**config.mk**
```make
export PLATFORM = sky130hd
export DESIGN_NAME = misr32
export DESIGN_NICKNAME = d
export VERILOG_FILES = /design/src/rtl/c6288_test_pkg.sv /design/src/rtl/c6288_response_checker_misr32.sv
export SDC_FILE = /design/constraint.sdc
export NUM_CORES = 1
export LEC_CHECK = 0
export BUFFER_PORTS_ARGS = -buffer_cell sky130_fd_sc_hd__buf_4
export CELL_PAD_IN_SITES_DETAIL_PLACEMENT = 0
export CELL_PAD_IN_SITES_GLOBAL_PLACEMENT = 1
export CORE_MARGIN = 3
export CORE_UTILIZATION = 35
export CTS_BUF_LIST = sky130_fd_sc_hd__clkbuf_8
export DETAILED_ROUTE_END_ITERATION = 7
export GPL_TIMING_DRIVEN = 1
export MAX_ROUTING_LAYER = met4
export PLACE_DENSITY_LB_ADDON = 0.05
export SLEW_MARGIN = 40
export SYNTH_ARGS = -nofsm -noshare
export SYNTH_HDL_FRONTEND = slang
export SYNTH_SLANG_ARGS = --single-unit
```
**constraint.sdc**
```tcl
create_clock -name clk -period 2.2 [get_ports clk]
set_clock_uncertainty 0.1 [all_clocks]
set_input_delay 0.11 -clock clk [delete_from_list [all_inputs] [get_ports clk]]
set_output_delay 0.11 -clock clk [all_outputs]
set_load 0.02 [all_outputs]
```
**src/rtl/c6288_test_pkg.sv**
```systemverilog
// Shared types and constants for the C6288 response-checking harness.
package c6288_test_pkg;

  typedef enum logic [1:0] {
    IDLE = 2'd0,
    FILL = 2'd1,
    RUN  = 2'd2,
    DONE = 2'd3
  } chk_state_t;

  // Feedback taps for x^32 + x^22 + x^2 + x + 1
  localparam logic [31:0] MISR_POLY  = 32'h0040_0007;
  localparam logic [7:0]  ERR_SAT    = 8'd255;
  localparam logic [15:0] NO_ERR_IDX = 16'hFFFF;

endpackage

```
**src/rtl/c6288_response_checker_misr32.sv**
```systemverilog
// 32-bit multiple-input signature register compacting the product stream.
module misr32
  import c6288_test_pkg::*;
#(
  parameter logic [31:0] SEED = 32'hFFFF_FFFF
) (
  input  logic        clk,
  input  logic        rst,
  input  logic        clr,
  input  logic        en,
  input  logic [31:0] din,
  output logic [31:0] sig
);

  // One Galois-style shift with feedback, then fold in the new word.
  function automatic logic [31:0] misr_next(input logic [31:0] s, input logic [31:0] d);
    return {s[30:0], 1'b0} ^ (s[31] ? MISR_POLY : 32'h0) ^ d;
  endfunction

  // Signature register: reseeded on clr, advanced on en.
  always_ff @(posedge clk or posedge rst) begin
    if (rst) begin
      sig <= SEED;
    end else if (clr) begin
      sig <= SEED;
    end else if (en) begin
      sig <= misr_next(sig, din);
    end
  end

endmodule

```
==> impl_metrics.py <==
metrics = {
    "floorplanning": {
        "ios": 68,
        "die_w_um": 75.7,
        "die_area_sq_um": 5730,
        "core_sq_um": 4500,
        "die_y_um": 75.7,
        "start_util_pct": 37.7,
        "row_count": 24,
    },
    "sta": {
        "max_freq_mhz": 676,
        "rsz0062_at_grt": "false",
        "setup_viol": 0,
        "fin_crit_ns": 1.48,
        "hold_viol_final": 0,
        "period_share_pct": 67.2,
        "tightestPinTransition_ns": 0.599,
        "fin_hold_ws_ns": 0.0941,
        "slew_headroom_pct": 60.0,
        "drv_slew": 0,
        "finalSetupTns_ns": 0,
    },
    "clock_tree": {
        "clock_sinks": 32,
        "cts_resized": 0,
        "tritoncts": "yes",
        "cts_buffers": 5,
        "path_clk_slew_ns": 0.06,
        "htreeDepth": 2,
        "cts_setup_buffers": 0,
        "cts_hold_buf": 0,
        "clk_latency_ns": 0.28,
        "cts-root-buf": "clkbuf_8",
        "cts_buffer_depth": 2,
    },
    "worst_setup_path": {
        "rr_worst_depth": 2,
        "critPathSlowestCell": "dfstp_2",
        "crit_buf_inv": 0,
        "crit_arrival_ns": 1.58,
        "timing.rr.end": "sig[1]$_DFFE_PP1P_",
        "cp-start-kind": "flop",
        "crit_type": "flop to flop",
        "cp_cell_sequence": "xor3_1 > a211o_1",
        "r2r_setup_slack_ns": 0.72,
        "r2r_start": "sig[31]$_DFFE_PP1P_",
        "required_ns": 2.30,
        "critical_path.max_fanout": 6,
        "crit_family": "flip-flops",
        "worst_path_largest_cell_delay_ns": 0.59,
        "end_kind": "flop",
        "crit_start": "sig[31]$_DFFE_PP1P_",
    },
    "finish": {
        "area_delta_synth_final_pct": 36.5,
        "largest_reg_flops": 32,
        "nets": 240,
        "top_regs": "sig: 32 flops",
        "drive_above_1_share_pct": 52.2,
        "instances_no_fill": 257,
        "n_antenna_cell": 0,
        "top_register": "sig",
    },
    "global_routing": {
        "grt_max_degree": 65,
        "grt_usage_pct": 13.2,
        "overflow": 0,
        "grt_pass1_vias": 1128,
        "grt_pass1_wl_um": 5400,
        "antenna_found_initial": 0,
    },
    "yosys": {
        "async_flop_share_pct": 100,
        "ys.flop_type": "dfstp_2",
        "synth.distinct_cells": 9,
        "synth.net_count": 175,
        "netlist_instances": 139,
        "synth-edff-count": 0,
        "yosysTopAreaCell": "dfstp_2",
        "syn_avg_cell_area_sq_um": 12.2,
        "synth_seq_cells": 32,
        "syn_area_sq_um": 1700,
        "ys_warn_count": 0,
        "synthTopCellsByArea": "dfstp_2 49%, a211o_1 16%, xor2_1 15%, nor2b_1 11%, xor3_1 4.2%",
        "yosys-top-cells-count": "32 x a211o_1, 32 x dfstp_2, 31 x nor2b_1",
        "synth_top_area_share_pct": 49.5,
        "ys_seq_area_share_pct": 49.5,
    },
    "place": {
        "io_buffers": 67,
        "place_congestion": 0.695,
        "dp.cells": 249,
        "dp_hpwl_um": 2380,
    },
    "drt": {
        "first_pass_iters": 5,
        "drtIter0Drc": 57,
        "vias": 1242,
        "remaining_drc_errors": 0,
        "ant_nets": 0,
        "wl_per_cell_um": 14.1,
        "vias_per_cell": 4.83,
        "wl_um": 3610,
    },
    "worst_hold_path": {
        "hp-start": "din[7]",
        "hold_path_class": "input port to flop",
        "holdPathStages": 3,
        "hold_end": "sig[7]$_DFFE_PP1P_",
    },
    "power": {
        "cellPowerDensity_nw_per_um2": 674,
        "power_leakage_nw": 1.05,
        "ir_drop_mv": 0.384,
    },
    "run_status": {
        "status": "finished, final reports clean",
    },
    "job": {
        "drv_cap": 0,
    },
}
[per-stage QoR]
stage	power, mW	utilization, %	setup WS, ns	cell area [sq um]
2_1_floorplan	0.963	-	0.692	1700
3_3_place_gp	1.11	49.5	0.748	2230
3_5_place_dp	1.12	49.5	0.727	2230
4_1_cts	1.59	51.5	0.703	2320
5_1_grt	1.65	51.5	0.681	2320
6_report	1.56	51.5	0.721	2320
[final cells by class]
cell class | instances | area (sq um)
clock inverters | 2 | 7.51
multi-input cells | 96 | 808
fillers | 414 | 2190
clock buffers | 6 | 82.6
inverters | 1 | 3.75
well taps | 52 | 65.1
repair buffers | 68 | 510
flip-flops and latches | 32 | 841
[worst max-delay path by stage]
stage / slack [ns] / to / cells past startpoint
finish: 0.72 / sig[1]$_DFFE_PP1P_ / 2
detailed placement: 0.73 / sig[2]$_DFFE_PP1P_ / 2
global route: 0.68 / sig[1]$_DFFE_PP1P_ / 2
CTS: 0.70 / sig[1]$_DFFE_PP1P_ / 2
floorplan: 0.69 / sig[1]$_DFFE_PP1P_ / 2
global placement: 0.75 / sig[2]$_DFFE_PP1P_ / 2
[logic make-up (layout without fill, tap and decap cells)]
logic type	count (synthesis)	in the layout	share of synthesized area, %
compound gates	32	32	16.5
xor+xnor	32	32	19.1
buf+inv	11	77	2.95
flops	32	32	49.5
simple gates	32	32	11.9
[cell usage in the layout (no fill, tap or decap)]
cell	count
buf_4	68
nor2b_1	31
xor2_1	29
a211o_1	32
clkbuf_8	6
nor2b_2	1
xor3_1	3
dfstp_2	32
inv_1	3
[tightest hold or removal path: cells and delay by family]
family	cells	cell delay, ns
buffers and inverters	1	0.08
AOI/OAI and AO/OA	1	0.13
xor gates and xnor gates	1	0.12
[routing by layer]
metal  share of wire (%)  track usage [%]  wire length (um)  vias to the layer above
li1                    -                -                 -                      603
met1                  43             15.7              1560                      587
met2                  48             20.4              1730                       47
met3                 7.9             5.41               284                        5
met4                0.89             4.08                32                        0
met5                   0                -                 0                        -
[power by group]
group,internal (mW),switching (mW)
registers,0.677,0.0455
clock network,0.246,0.206
logic,0.206,0.182
No activity file was read; power rests on OpenSTA's default activity.
